<file path="src/rtl/mem_access_stage_pkg.sv">
// Shared definitions for the MEM stage: FSM state encoding, default
// bundle widths and the word-alignment helper.
package mem_access_stage_pkg;

    localparam int DW_DEF = 32;
    localparam int RW_DEF = 5;

    localparam logic [0:0] ST_IDLE = 1'b0;
    localparam logic [0:0] ST_REQ  = 1'b1;

    function automatic logic is_word_aligned(input logic [1:0] lsb);
        return lsb == 2'b00;
    endfunction

endpackage

</file>
<file path="src/rtl/mem_timeout_ctr.sv">
// Bus wait-cycle counter: cleared when no wait is in progress, counts wait
// cycles while enabled and flags the last permitted wait cycle.
module mem_timeout_ctr #(
    parameter int TIMEOUT = 16,
    parameter int CW      = $clog2(TIMEOUT)
) (
    input  logic clk,
    input  logic rst,
    input  logic clr,
    input  logic en,
    output logic tc
);

    logic [CW-1:0] cnt_q;
    logic [CW-1:0] cnt_d;

    always_comb begin
        cnt_d = cnt_q;
        if (clr) begin
            cnt_d = '0;
        end else if (en) begin
            cnt_d = cnt_q + CW'(1);
        end
    end

    always_ff @(posedge clk or negedge rst) begin
        if (!rst) begin
            cnt_q <= '0;
        end else begin
            cnt_q <= cnt_d;
        end
    end

    assign tc = (cnt_q == CW'(TIMEOUT - 1));

endmodule

</file>
<file path="src/rtl/mem_access_stage.sv">
// MEM pipeline stage: runs loads/stores over a req/ack data bus, stalls EX/MEM
// while a transaction is outstanding and registers the MEM/WB bundle.
//
//   state | meaning
//   IDLE  | accepting EX/MEM bundles; non-memory ops pass straight to MEM/WB
//   REQ   | bus request outstanding, waiting for dmem_ack or timeout
module mem_access_stage
    import mem_access_stage_pkg::*;
#(
    parameter int DW      = DW_DEF,
    parameter int RW      = RW_DEF,
    parameter int TIMEOUT = 16
) (
    input  logic          clk,
    input  logic          rst,
    input  logic          valid_in,
    input  logic [DW-1:0] alu_result,
    input  logic [DW-1:0] store_data,
    input  logic          mem_read,
    input  logic          mem_write,
    input  logic          mem_to_reg_in,
    input  logic          reg_write_in,
    input  logic [RW-1:0] rd_in,
    output logic          stall,
    output logic          dmem_req,
    output logic          dmem_we,
    output logic [DW-1:0] dmem_addr,
    output logic [DW-1:0] dmem_wdata,
    input  logic [DW-1:0] dmem_rdata,
    input  logic          dmem_ack,
    output logic          wb_valid,
    output logic [DW-1:0] wb_data,
    output logic [DW-1:0] wb_dir,
    output logic          wb_mem_to_reg,
    output logic          wb_reg_write,
    output logic [RW-1:0] wb_rd,
    output logic          exc_misalign,
    output logic          exc_bus
);

    logic [0:0]    state_q, state_d;
    logic          req_q, req_d;
    logic          we_q, we_d;
    logic [DW-1:0] addr_q, addr_d;
    logic [DW-1:0] wdata_q, wdata_d;

    logic [DW-1:0] hold_dir_q, hold_dir_d;
    logic          hold_load_q, hold_load_d;
    logic          hold_m2r_q, hold_m2r_d;
    logic          hold_rw_q, hold_rw_d;
    logic [RW-1:0] hold_rd_q, hold_rd_d;

    logic          wb_valid_q, wb_valid_d;
    logic [DW-1:0] wb_data_q, wb_data_d;
    logic [DW-1:0] wb_dir_q, wb_dir_d;
    logic          wb_m2r_q, wb_m2r_d;
    logic          wb_rw_q, wb_rw_d;
    logic [RW-1:0] wb_rd_q, wb_rd_d;
    logic          mis_q, mis_d;
    logic          bus_q, bus_d;

    logic memop;
    logic aligned;
    logic accept;
    logic in_req;
    logic tc;

    assign memop   = valid_in && (mem_read || mem_write);
    assign aligned = is_word_aligned(alu_result[1:0]);
    assign accept  = (state_q == ST_IDLE) && memop && aligned;
    assign in_req  = (state_q == ST_REQ);
    // The final wait cycle releases upstream so the next bundle lines up with IDLE.
    assign stall   = accept || (in_req && !dmem_ack && !tc);

    mem_timeout_ctr #(
        .TIMEOUT (TIMEOUT)
    ) u_timeout (
        .clk (clk),
        .rst (rst),
        .clr (!in_req || dmem_ack || tc),
        .en  (in_req),
        .tc  (tc)
    );

    always_comb begin
        state_d     = state_q;
        req_d       = req_q;
        we_d        = we_q;
        addr_d      = addr_q;
        wdata_d     = wdata_q;
        hold_dir_d  = hold_dir_q;
        hold_load_d = hold_load_q;
        hold_m2r_d  = hold_m2r_q;
        hold_rw_d   = hold_rw_q;
        hold_rd_d   = hold_rd_q;
        wb_valid_d  = 1'b0;
        wb_data_d   = wb_data_q;
        wb_dir_d    = wb_dir_q;
        wb_m2r_d    = wb_m2r_q;
        wb_rw_d     = wb_rw_q;
        wb_rd_d     = wb_rd_q;
        mis_d       = 1'b0;
        bus_d       = 1'b0;

        case (state_q)
            ST_IDLE: begin
                if (accept) begin
                    state_d     = ST_REQ;
                    req_d       = 1'b1;
                    we_d        = mem_write && !mem_read;
                    addr_d      = alu_result;
                    wdata_d     = store_data;
                    hold_dir_d  = alu_result;
                    hold_load_d = mem_read;
                    hold_m2r_d  = mem_to_reg_in;
                    hold_rw_d   = reg_write_in;
                    hold_rd_d   = rd_in;
                end else if (valid_in) begin
                    wb_valid_d = 1'b1;
                    wb_data_d  = '0;
                    wb_dir_d   = alu_result;
                    wb_m2r_d   = mem_to_reg_in;
                    wb_rw_d    = reg_write_in && !memop;
                    wb_rd_d    = rd_in;
                    mis_d      = memop;
                end
            end
            ST_REQ: begin
                if (dmem_ack || tc) begin
                    state_d    = ST_IDLE;
                    req_d      = 1'b0;
                    we_d       = 1'b0;
                    wb_valid_d = 1'b1;
                    wb_dir_d   = hold_dir_q;
                    wb_m2r_d   = hold_m2r_q;
                    wb_rd_d    = hold_rd_q;
                    // An ack in the terminal cycle still completes normally.
                    if (dmem_ack) begin
                        wb_data_d = hold_load_q ? dmem_rdata : '0;
                        wb_rw_d   = hold_rw_q;
                    end else begin
                        wb_data_d = '0;
                        wb_rw_d   = 1'b0;
                        bus_d     = 1'b1;
                    end
                end
            end
            default: begin
                state_d = ST_IDLE;
                req_d   = 1'b0;
                we_d    = 1'b0;
            end
        endcase
    end

    always_ff @(posedge clk or negedge rst) begin
        if (!rst) begin
            state_q     <= ST_IDLE;
            req_q       <= 1'b0;
            we_q        <= 1'b0;
            addr_q      <= '0;
            wdata_q     <= '0;
            hold_dir_q  <= '0;
            hold_load_q <= 1'b0;
            hold_m2r_q  <= 1'b0;
            hold_rw_q   <= 1'b0;
            hold_rd_q   <= '0;
            wb_valid_q  <= 1'b0;
            wb_data_q   <= '0;
            wb_dir_q    <= '0;
            wb_m2r_q    <= 1'b0;
            wb_rw_q     <= 1'b0;
            wb_rd_q     <= '0;
            mis_q       <= 1'b0;
            bus_q       <= 1'b0;
        end else begin
            state_q     <= state_d;
            req_q       <= req_d;
            we_q        <= we_d;
            addr_q      <= addr_d;
            wdata_q     <= wdata_d;
            hold_dir_q  <= hold_dir_d;
            hold_load_q <= hold_load_d;
            hold_m2r_q  <= hold_m2r_d;
            hold_rw_q   <= hold_rw_d;
            hold_rd_q   <= hold_rd_d;
            wb_valid_q  <= wb_valid_d;
            wb_data_q   <= wb_data_d;
            wb_dir_q    <= wb_dir_d;
            wb_m2r_q    <= wb_m2r_d;
            wb_rw_q     <= wb_rw_d;
            wb_rd_q     <= wb_rd_d;
            mis_q       <= mis_d;
            bus_q       <= bus_d;
        end
    end

    assign dmem_req      = req_q;
    assign dmem_we       = we_q;
    assign dmem_addr     = addr_q;
    assign dmem_wdata    = wdata_q;
    assign wb_valid      = wb_valid_q;
    assign wb_data       = wb_data_q;
    assign wb_dir        = wb_dir_q;
    assign wb_mem_to_reg = wb_m2r_q;
    assign wb_reg_write  = wb_rw_q;
    assign wb_rd         = wb_rd_q;
    assign exc_misalign  = mis_q;
    assign exc_bus       = bus_q;

endmodule
</file>
<file path="config.mk">
export PLATFORM = sky130hd
export DESIGN_NAME = mem_access_stage
export DESIGN_NICKNAME = d
export VERILOG_FILES = /design/src/rtl/mem_access_stage_pkg.sv /design/src/rtl/mem_timeout_ctr.sv /design/src/rtl/mem_access_stage.sv
export SDC_FILE = /design/constraint.sdc
export NUM_CORES = 1
export LEC_CHECK = 0
export BUFFER_PORTS_ARGS = -buffer_cell sky130_fd_sc_hd__buf_4
export CORE_ASPECT_RATIO = 0.5
export CORE_MARGIN = 8
export CORE_UTILIZATION = 45
export DETAILED_ROUTE_END_ITERATION = 10
export PLACE_DENSITY = 0.75
export SETUP_SLACK_MARGIN = 0.3
export SYNTH_ARGS = -nofsm -noshare
export SYNTH_HDL_FRONTEND = slang
export SYNTH_SLANG_ARGS = --single-unit
</file>
<file path="constraint.sdc">
create_clock -name clk -period 4.27 [get_ports clk]
set_input_delay 0.427 -clock clk [delete_from_list [all_inputs] [get_ports clk]]
set_output_delay 0.427 -clock clk [all_outputs]
set_load 0.03 [all_outputs]
</file>
==> run_results.csv, run 1 <==
group,metric,value,unit
grt,overflow,0,
routing,drt_iter0_markers,153,
floorplanning,die_y,99.0,um
timing,report.final.slew_viol_count,0,
power_and_ir_drop,powerDensity,548,nW/um^2
cts,cts_root_buf,"clkbuf_16",
cts,cts_buffers,17,
power_and_ir_drop,leakage,0.00436,uW
yosys,syn_inst,393,
cells_and_area,n_fill_cell,1036,
hold_path,hold_class,"in2async",
yosys,synth_top_area_frac,0.618,
yosys,syn_nets,503,
cells_and_area,area_growth,42.0,%
floorplanning,dieArea,18000,um^2
cells_and_area,final_cells,830,
power_and_ir_drop,ir_drop,0.000305,V
critical_path,r2r_setup_slack,1.73,ns
critical_path,cp-end-kind,"output pin",
critical_path,path_max_fanout,58,
cts,clockBufferDepth,2,
critical_path,critPathKind,"reg2out",
grt,track_usage,0.174,
place,place_ws,1.74,ns
critical_path,slowest_delay,0.79,ns
yosys,synth_most_common_cell,"dfrtp_1",
cts,ctsResizeCount,0,
routing,wirelength,15.9,mm
floorplanning,ios,250,
routing,wl_per_cell,19.2,um
cts,htree_levels,4,
critical_path,rr_endpoint,"wb_dir[31]",
yosys,yosys-top-cells-area,"dfrtp_1 62%, mux2_2 23%, mux2_4 5.6%, a22o_1 4.5%, buf_6 0.91%",
grt,grt_max_degree,90,
cts,tritoncts,"done",
routing,vias_per_cell,4.94,
timing,finClkSkew,0.0143,ns
grt,antenna_found_initial,0,
place,io_buffers,249,
cts,clkSinkCount,153,
timing,tns,0,ns
run_status,outcome,"finished, final reports clean",
floorplanning,start_util,0.458,
yosys,synth_cell_type_count,25,
critical_path,crit_buf_inv,1,
timing,setup_violations,0,
yosys,ys_warn_count,0,
cells_and_area,drive_gt1_frac,0.668,
flow_run,cap_violations,0,
yosys,synth_edf_count,0,
cells_and_area,final_net_count,751,
yosys,synthTopCellsByCount,"153 x dfrtp_1, 124 x mux2_2, 32 x a22o_1, 23 x mux2_4, 12 x clkbuf_1",
routing,antenna_left,0,
critical_path,cp_cell_sequence,"nand2b_4 > or4_4 > nand2_1 > buf_4",
place,hpwlAfterDp,11.5,mm
critical_path,ff2ff_path_depth,7,
floorplanning,die_w,182,um
routing,drtPass1Iterations,4,
grt,grt_pass1_vias,4600,
yosys,synth_ff_type,"dfrtp_1",
grt,grt_first_pass_wirelength,24.8,mm
place,gp_congestion,0.759,
yosys,synth.avg_cell_area,15.8,um^2
timing,relSlewSlack,0.192,
cts,cts_setup_buffers,0,
critical_path,r2r-start,"u_timeout.cnt_q[0]",
cts,clk-insertion-delay-late,0.41,ns
timing,hold_violations,0,
yosys,async_flop_share,1.00,
floorplanning,core-area,13500,um^2
yosys,ys_seq_elements,153,
critical_path,arrival,2.35,ns
yosys,yosys.area.top_type,"dfrtp_1",
timing,worst_pin_slew,1.21,ns
place,dp.cells,798,
floorplanning,rows,30,
critical_path,path_delay_family,"simple AND/OR/NAND/NOR gates",
timing,max_freq,361,MHz
routing,vias,4102,
timing,fin_crit_sh,0.649,
cells_and_area,antennaDiodeCount,0,
critical_path,startpoint_type,"flip-flop",
cells_and_area,final_util,0.651,
cts,cts_hold_buffers,0,
timing,fin_crit,2.77,ns
timing,grt_setup_unrepaired,"no",
routing,drc,0,
timing,setup_ws,1.50,ns
critical_path,slowest_stage,"or4_4",
yosys,yosysSeqAreaShare,0.618,
critical_path,crit_required,3.84,ns
yosys,syn-cell-area,6190,um^2
cts,cts.reportedPaths.clkPinSlew,0.06,ns
## routing by layer
layer	part of all wire	GRT usage	wire [um]	vias to the layer above
met2	0.52	0.308	8300	119
met5	0	0	0	-
met3	0.065	0.0646	1040	16
met4	0.016	0.0545	261	0
li1	-	-	-	1908
met1	0.40	0.194	6310	2059
## layout make-up
type | count | area (um^2) | area share
Clock buffer | 17 | 425 | 0.0484
Clock inverter | 15 | 183 | 0.0208
Inverter | 2 | 7.51 | 0.000853
Multi-Input combinational cell | 213 | 2220 | 0.252
Sequential cell | 153 | 3830 | 0.435
Tap cell | 176 | 220 | 0.0250
Timing Repair Buffer | 254 | 1910 | 0.217
## metrics by stage
stage	area, um^2	hold slack [ns]	power (uW)
finish	8800	0.0708	4820
global route	8800	0.132	5020
CTS	8800	0.109	4870
detailed placement	8190	0.468	3320
global placement	8190	0.442	3290
floorplan	6190	0.131	2700
## cell families after synthesis
group,synth area share
adders and majority gates,0.00202
muxes,0.281
DFF,0.618
AOI/OAI and AO/OA,0.0489
buffers and inverters,0.0240
and+or+nand+nor,0.0228
xor gates and xnor gates,0.00283
## cells in the final DEF (no fill, tap or decap), types with 2 or more instances in the layout
| cell | instances |
|---|---|
| and2_1 | 2 |
| dfrtp_1 | 152 |
| inv_6 | 2 |
| inv_8 | 5 |
| clkbuf_16 | 17 |
| nor2_1 | 7 |
| clkinvlp_4 | 3 |
| a22o_1 | 32 |
| nor3_1 | 2 |
| mux2_4 | 23 |
| buf_4 | 253 |
| o21ai_0 | 2 |
| bufinv_16 | 2 |
| clkinv_4 | 3 |
| nand2_1 | 5 |
| nand3_1 | 4 |
| mux2_2 | 124 |
| and3_1 | 2 |
| nand2b_1 | 2 |
## worst max-delay path by stage
| stage | startpoint | depth (start not counted) | slack [ns] | to |
|---|---|---|---|---|
| after CTS | in_req | 4 | 1.47 | stall |
| after global placement | mem_write | 7 | 1.77 | wb_rd[2] |
| after floorplan | in_req | 7 | 2.22 | stall |
| after global routing | in_req | 4 | 1.39 | stall |
| final | in_req | 4 | 1.50 | stall |
| after detailed placement | u_timeout.cnt_q[0] | 7 | 1.74 | wb_dir[31] |
## power breakdown
group	switching, uW	internal (uW)
Clock	653	888
Combinational	787	627
Sequential	159	1700
Total	1600	3220
Note: power is estimated with default switching activity, not from simulation.
==> run 2, diff against run 1 <==
- clock period: 4.27 -> 2.65 ns (I/O delays scaled with it)
==> run 2 against run 1 <==
Total power is 60% higher; clock power is 58% higher; critical path type is now reg2reg; via count is 0.22% lower; clock skew is 0.0024 ns lower; largest cell class unchanged.
==> run_results.csv, run 2 (synthesis results as in run 1) <==
group,metric,value,unit
run_status,outcome,"finished, final reports clean",
place,io_buffers,249,
critical_path,crit_end,"wb_dir[20]",
timing,fin_crit_sh,0.823,
cts,cts_root_buf,"clkbuf_16",
floorplanning,start_util,0.458,
floorplanning,rows,30,
timing,fin_crit,2.18,ns
hold_path,hold_class,"in2reg",
critical_path,path_delay_family,"buffers and inverters",
floorplanning,core-area,13500,um^2
timing,holdWs,0.0680,ns
critical_path,crit_buf_inv,1,
critical_path,cp_cell_sequence,"ha_1 > and3_1 > o21ai_1 > o21a_1 > inv_2 > mux2_2",
cells_and_area,area_growth,42.9,%
routing,drtPass1Iterations,4,
cts,cts_hold_buffers,1,
place,dp.cells,803,
timing,worst_pin_slew,0.921,ns
routing,vias,4093,
critical_path,startpoint_type,"flip-flop",
cells_and_area,antennaDiodeCount,0,
grt,grt_pass1_vias,4582,
cts,ctsResizeCount,0,
routing,vias_per_cell,4.90,
timing,relSlewSlack,0.385,
cts,tritoncts,"done",
critical_path,r2r-start,"u_timeout.cnt_q[0]",
flow_run,cap_violations,0,
floorplanning,dieArea,18000,um^2
critical_path,arrival,2.46,ns
timing,report.final.slew_viol_count,0,
timing,hold_violations,0,
timing,tns,0,ns
cts,htree_levels,4,
cts,clkSinkCount,153,
grt,antenna_found_initial,0,
cells_and_area,mostFrequentLayoutCell,"buf_4",
grt,grt_first_pass_wirelength,25.1,mm
routing,drc,0,
cts,cts_setup_buffers,0,
cells_and_area,n_fill_cell,1039,
cells_and_area,final_net_count,757,
critical_path,rr_endpoint,"wb_dir[20]",
critical_path,crit_start,"u_timeout.cnt_q[0]",
cts,clk-insertion-delay-late,0.41,ns
place,placed_cell_area,8240,um^2
timing,max_freq,458,MHz
critical_path,slowest_stage,"inv_2",
cts,clockBufferDepth,2,
timing,finClkSkew,0.0118,ns
power_and_ir_drop,total_power,7730,uW
power_and_ir_drop,ir_drop,0.000430,V
grt,track_usage,0.177,
timing,setup_violations,0,
place,hpwlAfterDp,11.7,mm
routing,wl_per_cell,19.1,um
cells_and_area,final_cells,836,
critical_path,r2r_setup_slack,0.47,ns
place,gp_congestion,0.742,
grt,overflow,0,
power_and_ir_drop,powerDensity,873,nW/um^2
timing,grt_setup_unrepaired,"no",
critical_path,ff2ff_path_depth,6,
cts,cts.reportedPaths.clkPinSlew,0.06,ns
cells_and_area,final_cell_mix,"257 x buf_4, 152 x dfrtp_1, 124 x mux2_2",
critical_path,slowest_delay,0.67,ns
routing,drt_iter0_markers,130,
power_and_ir_drop,leakage,0.00440,uW
cells_and_area,fin_area,8850,um^2
critical_path,crit_required,2.93,ns
cells_and_area,drive_gt1_frac,0.670,
floorplanning,ios,250,
cts,cts_buffers,17,
floorplanning,die_y,99.0,um
grt,grt_max_degree,69,
routing,antenna_left,0,
floorplanning,die_w,182,um
critical_path,cp-end-kind,"flip-flop",
critical_path,crit_cells,6,
critical_path,critPathKind,"reg2reg",
critical_path,path_max_fanout,40,
routing,wirelength,16.0,mm
## run 2: how the worst min path moves through the flow
stage                         startpoint        endpoint  cells past startpoint
after CTS                 dmem_rdata[25]     wb_data[25]                      2
after global placement               rst  hold_dir_q[13]                      1
after floorplan                      rst        dmem_req                      0
after global routing      dmem_rdata[10]     wb_data[10]                      2
final                     dmem_rdata[11]     wb_data[11]                      2
after detailed placement             rst  hold_dir_q[13]                      1
## run 2: layer usage
layer  vias to the layer above  wire length [um]  global-route usage
li1                       1918                 -                   -
met1                      2045              6320               0.197
met2                       113              8500               0.319
met3                        17               934              0.0558
met4                         0               227              0.0564
met5                         -                 0                   0
## run 2: through the flow
step | util | setup WS (ns)
final | 0.655 | 0.469
after global routing | 0.655 | 0.303
after CTS | 0.655 | 0.435
after detailed placement | 0.610 | 0.478
after global placement | 0.610 | 0.494
after floorplan | - | 0.764
## run 2: area by class of cell
type,count,area [um^2],share of cell area
sequential,153,3830,0.433
multi-input combinational,213,2220,0.251
timing repair buffer,260,1970,0.223
clock buffer,18,439,0.0496
tap,176,220,0.0249
clock inverter,14,163,0.0184
inverter,2,7.51,0.000848
## run 2: power breakdown
| part | internal [uW] | total [uW] | leakage (uW) | switching (uW) |
|---|---|---|---|---|
| logic | 1020 | 2300 | 0.00221 | 1280 |
| clock network | 1440 | 2440 | 0.000294 | 1000 |
| registers | 2750 | 2990 | 0.00190 | 244 |
| total | 5200 | 7730 | 0.00440 | 2530 |
==> run 3, diff against run 2 <==
- clock period: 2.65 -> 2.2 ns (I/O delays scaled with it)
==> run 3 against run 2 <==
Critical path depth fell by 1; largest cell class unchanged; critical path type is now reg2out; cell area rose by 2.6%; sequential share of layout area fell by 1.1 points; wire length rose by 2.8%; clock-buffer cell count fell by 1; cell count rose by 1.7%; global-route usage rose by 0.42 points; utilization rose by 1.7 points; clock skew fell by 0.0024 ns; highest routed layer unchanged.
==> run_results.csv, run 3 (synthesis results as in run 1) <==
group,metric,value,unit
cts,clkSinkCount,153,
floorplanning,rows,30,
power_and_ir_drop,clkPwrFrac,0.315,
routing,vias,4209,
timing,grt_setup_unrepaired,"yes",
place,place_ws,0.0198,ns
grt,grt_max_degree,60,
floorplanning,die_w,182,um
cells_and_area,antennaDiodeCount,0,
power_and_ir_drop,p_int,6290,uW
place,placed_cell_area,8250,um^2
timing,setup_violations,0,
cells_and_area,final_cells,850,
timing,tns,0,ns
critical_path,slowest_stage,"or4_4",
critical_path,startpoint_type,"flip-flop",
routing,drc,0,
cells_and_area,final_util,0.672,
place,hpwlAfterDp,11.6,mm
timing,max_freq,513,MHz
critical_path,cp-end-kind,"output pin",
grt,grt_first_pass_wirelength,25.4,mm
timing,worst_pin_slew,0.573,ns
timing,report.final.slew_viol_count,0,
power_and_ir_drop,swShare,0.329,
cts,clk-insertion-delay-late,0.41,ns
critical_path,arrival,1.73,ns
cells_and_area,area_growth,46.6,%
cts,cts.reportedPaths.clkPinSlew,0.07,ns
routing,drt_iter0_markers,148,
power_and_ir_drop,switching_power,3080,uW
cells_and_area,mostFrequentLayoutCell,"buf_4",
floorplanning,start_util,0.458,
routing,wl_per_cell,19.3,um
timing,finClkSkew,0.00941,ns
grt,grt_pass1_vias,4573,
critical_path,critPathKind,"reg2out",
place,io_buffers,249,
critical_path,cp_cell_sequence,"nand2b_4 > or4_4 > buf_16 > nand2_4 > buf_6",
power_and_ir_drop,powerDensity,1030,nW/um^2
power_and_ir_drop,ir_drop,0.000556,V
cells_and_area,drive_gt1_frac,0.677,
critical_path,slowest_delay,0.46,ns
routing,drtPass1Iterations,4,
hold_path,hold_class,"in2reg",
timing,setup_ws,0.249,ns
floorplanning,dieArea,18000,um^2
routing,wirelength,16.4,mm
timing,relSlewSlack,0.618,
cells_and_area,final_cell_mix,"260 x buf_4, 152 x dfrtp_1, 124 x mux2_2",
place,dp.cells,805,
floorplanning,ios,250,
routing,antenna_left,0,
cells_and_area,final_net_count,771,
timing,fin_crit,1.95,ns
timing,fin_crit_sh,0.887,
cells_and_area,fin_area,9080,um^2
run_status,outcome,"finished, final reports clean",
place,gp_congestion,0.748,
cts,cts_buffers,17,
grt,track_usage,0.181,
grt,antenna_found_initial,0,
cts,cts_root_buf,"clkbuf_16",
timing,hold_violations,0,
cts,htree_levels,4,
critical_path,crit_required,1.98,ns
cts,tritoncts,"done",
floorplanning,core-area,13500,um^2
floorplanning,die_y,99.0,um
routing,vias_per_cell,4.95,
flow_run,cap_violations,0,
power_and_ir_drop,leakage,0.00452,uW
cts,clockBufferDepth,2,
critical_path,path_max_fanout,2,
power_and_ir_drop,pwr-share-comb,0.301,
grt,overflow,0,
power_and_ir_drop,power_frac_seq,0.384,
-- run 3: changes by cell type in the layout (fill, tap and decap cells not counted), sizes merged --
cell         previous run  this run
bufbuf                  0         2
clkinv                  6         3
clkbuf                 18        17
buf                   259       266
inv                     7        12
dlygate4sd3             1         5
-- run 3: routing by layer --
layer / routed length (um) / up-vias / share of wire / GRT usage
li1: - / 1966 / - / -
met1: 6390 / 2096 / 0.39 / 0.206
met2: 8760 / 123 / 0.53 / 0.317
met3: 937 / 24 / 0.057 / 0.0584
met4: 330 / 0 / 0.020 / 0.0645
met5: 0 / - / 0 / 0
-- run 3: what timing repair did --
item,in CTS,in global routing
hold endpoints to repair,54,4
hold buffers,1,4
gates resized for setup,9,8
cloned,2,1
setup endpoints to repair,40,134
pin swaps,1,1
buffers inserted,4,1
-- run 3: critical path: cells and delay by family (launching register included) --
| kind | cells | cell delay (ns) |
|---|---|---|
| AND/OR/NAND/NOR | 3 | 0.65 |
| flip-flops | 1 | 0.40 |
| buffers and inverters | 2 | 0.28 |
-- run 3: worst paths after layout --
check                                   start            endpoint  slack (ns)  depth (start not counted)
setup / recovery                       in_req               stall        0.25                          5
hold / removal                 dmem_rdata[10]         wb_data[10]        0.02                          2
setup reg to reg                       in_req      dmem_wdata[18]        0.33                          5
hold reg to reg            u_timeout.cnt_q[0]  u_timeout.cnt_q[0]        0.49                          1
max in group asynchronous                 rst         wb_data[20]        1.17                          3
min in group asynchronous                 rst         wb_data[18]        0.34                          2
-- run 3: through the flow --
stage | total power (uW) | hold slack, ns
floorplan | 5230 | -0.0756
global placement | 6400 | 0.231
detailed placement | 6450 | 0.228
CTS | 9460 | 0.000611
global route | 9770 | 0.00180
finish | 9370 | 0.0184
-- run 3: power by group through the flow --
stage | Sequential [uW] | Combinational [uW] | Clock, uW
after global routing | 3660 | 2950 | 3150
after floorplan | 4540 | 698 | 0
after CTS | 3600 | 2830 | 3030
after detailed placement | 3640 | 2800 | 0
final | 3600 | 2820 | 2950
after global placement | 3630 | 2770 | 0
-- run 3: cell type report --
cell class	instances	area, um^2
inverter	2	20.0
timing repair inverter	1	8.76
clock buffer	17	425
sequential	153	3830
timing repair buffer	273	2160
fill	966	4430
tap	176	220
clock inverter	15	174
multi-input combinational	213	2240
